`src/rtl/ddr_word_muxer.sv`:
```
// rtl/ddr_word_muxer.sv - buffers (A,B) word pairs and serialises them A-then-B onto one bus
module ddr_word_muxer #(
    parameter int WIDTH = 32,
    parameter int DEPTH = 2
) (
    input  logic                     clk,
    input  logic                     rst,
    input  logic                     in_valid,
    output logic                     in_ready,
    input  logic [WIDTH-1:0]         in_a,
    input  logic [WIDTH-1:0]         in_b,
    output logic                     out_valid,
    input  logic                     out_ready,
    output logic [WIDTH-1:0]         out_data,
    output logic                     out_phase,
    output logic [$clog2(DEPTH):0]   pending
);
    localparam int AW = $clog2(DEPTH);
    localparam int CW = AW + 1;

    typedef enum logic [1:0] {IDLE, SEND_A, SEND_B} state_t;

    state_t           state, state_nxt;
    logic [WIDTH-1:0] mem_a [DEPTH];
    logic [WIDTH-1:0] mem_b [DEPTH];
    logic [AW-1:0]    wr_ptr, rd_ptr;
    logic [WIDTH-1:0] held_b, held_b_nxt, data_nxt;
    logic             phase_nxt, valid_nxt;
    logic             push, pop, has_pair;

    // in_ready looks only at registered occupancy, so a pop never frees a slot on the same edge
    assign in_ready = !rst && (pending != CW'(DEPTH));
    assign push     = in_valid && in_ready;
    assign has_pair = (pending != '0);

    always_comb begin
        state_nxt  = state;
        data_nxt   = out_data;
        phase_nxt  = out_phase;
        valid_nxt  = out_valid;
        held_b_nxt = held_b;
        pop        = 1'b0;
        case (state)
            IDLE: begin
                valid_nxt = 1'b0;
                if (has_pair) begin
                    pop        = 1'b1;
                    data_nxt   = mem_a[rd_ptr];
                    held_b_nxt = mem_b[rd_ptr];
                    phase_nxt  = 1'b1;
                    valid_nxt  = 1'b1;
                    state_nxt  = SEND_A;
                end
            end
            SEND_A: begin
                if (out_ready) begin
                    data_nxt  = held_b;
                    phase_nxt = 1'b0;
                    state_nxt = SEND_B;
                end
            end
            SEND_B: begin
                if (out_ready) begin
                    if (has_pair) begin
                        // chain straight into the next pair so the bus carries no bubble
                        pop        = 1'b1;
                        data_nxt   = mem_a[rd_ptr];
                        held_b_nxt = mem_b[rd_ptr];
                        phase_nxt  = 1'b1;
                        state_nxt  = SEND_A;
                    end else begin
                        valid_nxt = 1'b0;
                        phase_nxt = 1'b0;
                        state_nxt = IDLE;
                    end
                end
            end
            default: begin
                valid_nxt = 1'b0;
                phase_nxt = 1'b0;
                state_nxt = IDLE;
            end
        endcase
    end

    always_ff @(posedge clk or posedge rst) begin
        if (rst) begin
            state     <= IDLE;
            out_valid <= 1'b0;
            out_data  <= '0;
            out_phase <= 1'b0;
            held_b    <= '0;
        end else begin
            state     <= state_nxt;
            out_valid <= valid_nxt;
            out_data  <= data_nxt;
            out_phase <= phase_nxt;
            held_b    <= held_b_nxt;
        end
    end

    always_ff @(posedge clk or posedge rst) begin
        if (rst) begin
            wr_ptr  <= '0;
            rd_ptr  <= '0;
            pending <= '0;
        end else begin
            if (push) wr_ptr <= wr_ptr + AW'(1);
            if (pop)  rd_ptr <= rd_ptr + AW'(1);
            case ({push, pop})
                2'b10:   pending <= pending + CW'(1);
                2'b01:   pending <= pending - CW'(1);
                default: pending <= pending;
            endcase
        end
    end

    // payload storage needs no reset; occupancy guards every read
    always_ff @(posedge clk) begin
        if (push) begin
            mem_a[wr_ptr] <= in_a;
            mem_b[wr_ptr] <= in_b;
        end
    end
endmodule

```
`config.mk`:
```
export PLATFORM = sky130hd
export DESIGN_NAME = ddr_word_muxer
export DESIGN_NICKNAME = d
export VERILOG_FILES = /design/src/rtl/ddr_word_muxer.sv
export SDC_FILE = /design/constraint.sdc
export NUM_CORES = 1
export LEC_CHECK = 0
export BUFFER_PORTS_ARGS = -buffer_cell sky130_fd_sc_hd__buf_4
export CAP_MARGIN = 15
export CORE_AREA = 2 2 124 126
export CTS_CLUSTER_SIZE = 10
export DETAILED_ROUTE_END_ITERATION = 7
export DIE_AREA = 0 0 126 128
export PLACE_DENSITY = 0.82
export SLEW_MARGIN = 20
export SYNTH_ARGS = -nofsm -noshare
export SYNTH_HDL_FRONTEND = slang
export SYNTH_SLANG_ARGS = --single-unit
```
`constraint.sdc`:
```
create_clock -name clk -period 4.3 [get_ports clk]
set_clock_uncertainty 0.05 [all_clocks]
set_input_delay 0.43 -clock clk [delete_from_list [all_inputs] [get_ports clk]]
set_output_delay 0.43 -clock clk [all_outputs]
set_load 0.02 [all_outputs]
```
## After elaboration in Yosys (flattened, before gate mapping)

Memories as Yosys holds them, arrays and structs flattened.
Cells that the tools add are included.

| operators by class | value |
|---|---|
| reductions and logical operators | 12 |
| muxes and demuxes | 25 |
| equality and inequality tests | 9 |
| add/sub/neg operators | 4 |
| bitwise operators | 1 |

Operators with widths:

| operator | number |
|---|---|
| 32-bit 2-to-1 mux | 5 |
| 32-bit case mux with 3 select lines | 1 |
| 32-bit case mux with 2 select lines | 1 |
| 1-bit 2-to-1 mux | 10 |
| 2-bit inequality test (second input constant) | 5 |
| 3-bit AND reduction | 3 |
| 2-bit 2-to-1 mux | 3 |
| 1-bit case mux with 3 select lines | 2 |
| 2-bit case mux with 3 select lines | 1 |
| 2-bit nonzero test | 3 |
| 2-bit by 1-bit equality test with 1-bit output (second input constant) | 2 |
| 2-bit equality test (second input constant) | 2 |
| 2-bit case mux with 2 select lines | 1 |
| 3-bit nonzero test | 1 |
| 1-bit adder (second input constant) | 2 |
| 2-bit by 1-bit adder with 2-bit output (second input constant) | 1 |
| 1-bit logical AND | 2 |
| 2-bit logical NOT | 1 |
| 1-bit case mux with 2 select lines | 1 |
| 2-bit AND reduction | 1 |
| 2-bit by 1-bit subtractor with 2-bit output (second input constant) | 1 |
| 1-bit logical NOT | 1 |
| 1-bit inverter | 1 |

| storage, ports and cells | value |
|---|---|
| bits in writable memories | 128 |
| output and inout bits | 37 |
| flip-flop bits (word level) | 72 |
| memories | 2 |
| logic and storage cells | 61 |
| input bits | 68 |

Memories:

| memory | words | width | rd ports | clocked after memory_dff | wr ports | RTL line | text |
|---|---|---|---|---|---|---|---|
| mem_a | 2 | 32 | 1 | 0 | 1 | 24 | `logic [WIDTH-1:0] mem_a [DEPTH];` |
| mem_b | 2 | 32 | 1 | 0 | 1 | 25 | `logic [WIDTH-1:0] mem_b [DEPTH];` |

## Longest topological paths before layout

| depth | value |
|---|---|
| word-level depth | 6 |
| mapped depth | 7 |
| mapped depth without buffers | 6 |

## Least setup slack after synthesis

OpenSTA, ideal clock, no wires.

| timing | value |
|---|---|
| path kind | input port to flip-flop |
| start point | in rst |
| end point | mem mem_a[0][0] (enable) |
| stages | 3 |
| required time | 3764 ps |
| path slack | -1414 ps |
| arrival time | 5177 ps |
| setup time | 486 ps |
| path buffers | 0 |
| cells stage by stage | inv_1 > o211ai_1 > nor2_1 |

| between the ends | value |
|---|---|
| cells in the longest elaborated chain, start to end | 5 |

Ends and longest elaborated chain:

| item | RTL line | text |
|---|---|---|
| start: declaration | 7 | `input logic rst,` |
| 1-bit logical NOT (no line) | -- |  |
| 1-bit logical AND | 32 | `assign in_ready = !rst && (pending != CW'(DEPTH));` |
| 1-bit logical AND | 33 | `assign push = in_valid && in_ready;` |
| 1-bit 2-to-1 mux | 120 | `if (push) begin` |
| 1-bit 2-to-1 mux (not written as such) | 121 | `mem_a[wr_ptr] <= in_a;` |
| end: declaration | 24 |  |

No other way between the ends.

## Worst setup path in the final report

| timing | value |
|---|---|
| start point | reg state[1] |
| end point | reg held_b[26] |

| between the ends | value |
|---|---|
| cells in the longest elaborated chain, start to end | 3 |
| elaborated cells on any way between the ends | 6 |
| classes of those cells | eq/ne: 2; mux: 1; reduce/logical: 3 |

Ends and longest elaborated chain:

| item | RTL line | text |
|---|---|---|
| start: declaration | 23 | `state_t state, state_nxt;` |
| start signal: assignment | 94 | `state <= state_nxt;` |
| 2-bit equality test / 2-bit logical NOT (equally long branches) | 43 | `case (state)` |
| 2-bit inequality test (no line) / 2-bit nonzero test (equally long branches) | -- |  |
| 2-bit AND reduction (no line) | -- |  |
| end signal: assignment | 98 | `held_b <= held_b_nxt;` |
| end: declaration | 27 | `logic [WIDTH-1:0] held_b, held_b_nxt, data_nxt;` |

Parallel ways exist; a longest one is shown, timed or not.
A chain may end at the register's enable or synchronous reset.

==> results.toml <==
[grt]
pin_count_of_the_biggest_net_entering_global_routing = 71
grt_usage_pct = 19.1
grt_pass1_vias = 4381
global_route_wire_length_before_repair_um = 23000
grt_remaining_overflow = 0
grt_antenna_before_repair = 0

[floorplanning]
rows = 45
initial_utilization_pct = 53.9
die_width_um = 126
fp.coreArea_mm2 = 0.0149
io-pin-count = 105
die-area_mm2 = 0.0161
overall_die_height_um = 128

[cts]
clkSlewWorstSetupHoldPaths_ns = 0.07
clock_insertion_delay_at_the_later_pin_of_the_skew_report_ns = 0.43
tritoncts_num_sinks = 200
h-tree-depth = 4
resized_cells_post_cts = 0
cts_root_buf = "sky130_fd_sc_hd__clkbuf_16"
clock_tree.buffer_depth = 2
cts_inserted_buffers = 17
cts_tree = "built"

[detailed_routing]
drc = 0
drt-total-wl_um = 14700
first_drt_iteration_drcs = 212
routed_antenna_nets = 0
post_drt_wl_per_cell_um = 20.3
first_pass_iters = 4
vias_per_cell = 5.41
vias = 3923

[timing]
fin_tns_setup_ns = 0
layout_worst_path_cycle_share_pct = 57.4
holdWs_ns = 0.134
final_period_minus_worst_setup_slack_ns = 2.47
finalSetupViolCount = 0
max_slew_violation_count = 0
fmax_ghz = 0.405
timing.slew.headroom_pct = 34.2
rsz0062_at_grt = "false"
final_hold_viol_count = 0
worst_slew_pin_slew_ns = 0.984

[placed_design]
numPlacedInstances = 692
port-buffer-count = 104
dp_hpwl_um = 9180
routabilityCongestion = 0.732

[run_status]
status = "complete, no violations"

[setup_path]
path_delay_family = "simple AND/OR/NAND/NOR gates"
crit_slowest_cell = "sky130_fd_sc_hd__nor3_4"
worstPathBufferInverterCount = 1
crit_chain = "nor2b_2 -> nor3_4 -> buf_4 -> mux2_2"
worst_path_maximum_fanout = 19
endpoint_kind = "flop"
worstSetupStartpointType = "flop"
slowest_delay_ns = 0.80
required_ns = 4.56
critical_path_arrival_ns = 2.73
worst-setup-path-type = "reg -> reg"

[final_layout]
most_common_library_cell_in_the_layout_ignoring_fill_and_taps = "sky130_fd_sc_hd__edfxtp_1"
post_layout_nonfiller_instances = 725
area.growth.synth_to_final_pct = 19.7
final_net_count = 593
post_route_cells_drive_above_1_share_pct = 57.4
layout_common_cells = "sky130_fd_sc_hd__edfxtp_1 (128), sky130_fd_sc_hd__buf_4 (112), sky130_fd_sc_hd__mux2_2 (102)"
antenna_cells = 0
filler_cells = 1020

[synthesis]
post_synthesis_sequential_area_ratio_pct = 70.4
synthesis.nets = 477
ys_types = 29
synthesis.area_mm2 = 0.00802
postSynthRegisterBits = 200
yosys_warnings = 0
avgSynthCellArea_um2 = 19.6
postSynthCellCount = 408

[pwr]
power.density_cell_area_mw_per_mm2 = 764
power.ir.vdd_worst_uv = 391
pleak_nw = 3.81
total_power_consumption_w = 0.00733

[flow_run]
max_cap_violations = 0

[worst_hold_path]
hold_path.class = "in -> reg"
per-stage QoR:
step / setup slack (ns) / utilization (%) / cell area [um2]
2_1_floorplan: 0.260 / - / 8030
3_3_place_gp: 1.81 / 60.5 / 8990
3_5_place_dp: 1.80 / 60.5 / 8990
4_1_cts: 1.68 / 64.6 / 9600
5_1_grt: 1.69 / 64.6 / 9600
6_report: 1.83 / 64.6 / 9600
sequential cells by signal, summed over array words and instances (netlist names):
register	cells
rd_ptr	1
mem_a	64
pending	2
held_b	32
mem_b	64
out_valid	1
wr_ptr	1
out_phase	1
out_data	32
state	2
cell families after synthesis:
group                    share of synthesized area, %
flip-flops                                       70.4
XOR/XNOR                                        0.546
buffers and inverters                            1.86
multiplexers                                     25.1
AND/OR/NAND/NOR                                 0.952
AO/OA/AOI/OAI                                   0.968
adder cells (fa/ha/maj)                         0.156
worst reg2reg max path, stage by stage, from the launching register on:
cell                      delay (ns)
sky130_fd_sc_hd__dfrtp_1        0.42
sky130_fd_sc_hd__nor2b_2        0.23
sky130_fd_sc_hd__nor3_4         0.80
sky130_fd_sc_hd__buf_4          0.45
sky130_fd_sc_hd__mux2_2         0.40
per-layer routing:
metal	GRT usage [%]	wire, um
met1	24.3	6360
met2	32.0	7340
met3	4.63	760
met4	7.50	271
met5	0	0
where the power goes:
group | internal (W) | switching, W | total, W
logic | 0.00162 | 0.00118 | 0.00280
clock network | 0.000926 | 0.000672 | 0.00160
registers | 0.00260 | 0.000332 | 0.00293
cell usage after synthesis:
cell,instances,area [um2]
sky130_fd_sc_hd__nor3_4,1,16.3
sky130_fd_sc_hd__clkbuf_1,1,3.75
sky130_fd_sc_hd__buf_8,3,45.0
sky130_fd_sc_hd__o21a_1,1,7.51
sky130_fd_sc_hd__o211ai_1,1,7.51
sky130_fd_sc_hd__xnor2_1,4,35.0
sky130_fd_sc_hd__and3_1,1,6.26
sky130_fd_sc_hd__nand2b_2,1,8.76
sky130_fd_sc_hd__o21bai_1,1,7.51
sky130_fd_sc_hd__o22ai_1,1,6.26
sky130_fd_sc_hd__nor2b_2,1,8.76
sky130_fd_sc_hd__nand2_1,2,7.51
sky130_fd_sc_hd__mux2_1,2,22.5
sky130_fd_sc_hd__edfxtp_1,128,3840
sky130_fd_sc_hd__mux2_2,102,1150
sky130_fd_sc_hd__buf_2,8,40.0
sky130_fd_sc_hd__o21ai_0,2,10.0
sky130_fd_sc_hd__nor2_1,4,15.0
sky130_fd_sc_hd__ha_1,1,12.5
sky130_fd_sc_hd__buf_4,3,22.5
sky130_fd_sc_hd__nor2b_1,1,6.26
sky130_fd_sc_hd__o31ai_4,1,21.3
sky130_fd_sc_hd__inv_1,4,15.0
sky130_fd_sc_hd__dfrtp_1,72,1800
sky130_fd_sc_hd__buf_6,2,22.5
sky130_fd_sc_hd__xor2_1,1,8.76
sky130_fd_sc_hd__nand3b_1,1,7.51
sky130_fd_sc_hd__mux2_4,56,841
sky130_fd_sc_hd__a2bb2oi_1,2,17.5
timing repair:
action,4_1_cts,5_1_grt
hold endpoints to repair,2,0
setup buffers,0,0
hold buffers,1,0
layout make-up:
| cell class | instances | area, um2 | share of cell area, % |
|---|---|---|---|
| Clock inverter | 13 | 153 | 1.59 |
| Tap cell | 188 | 235 | 2.45 |
| Sequential cell | 200 | 5650 | 58.8 |
| Timing Repair Buffer | 114 | 871 | 9.07 |
| Multi-Input combinational cell | 187 | 2230 | 23.3 |
| Clock buffer | 19 | 443 | 4.61 |
| Inverter | 4 | 16.3 | 0.169 |
path summary, 6_finish.rpt:
kind | start | end | slack, ns | cells past startpoint
worst max-delay path | state[1] | held_b[26] | 1.83 | 4
worst min-delay path | in_a[22] | mem_a[1][22] | 0.13 | 1
worst max register to register | state[1] | held_b[26] | 1.83 | 4
worst min register to register | out_data[29] | out_data[29] | 0.45 | 1
max in group asynchronous | rst | rd_ptr | 2.62 | 4
min in group asynchronous | rst | wr_ptr | 0.40 | 3
Note: power is estimated with default switching activity, not from simulation.
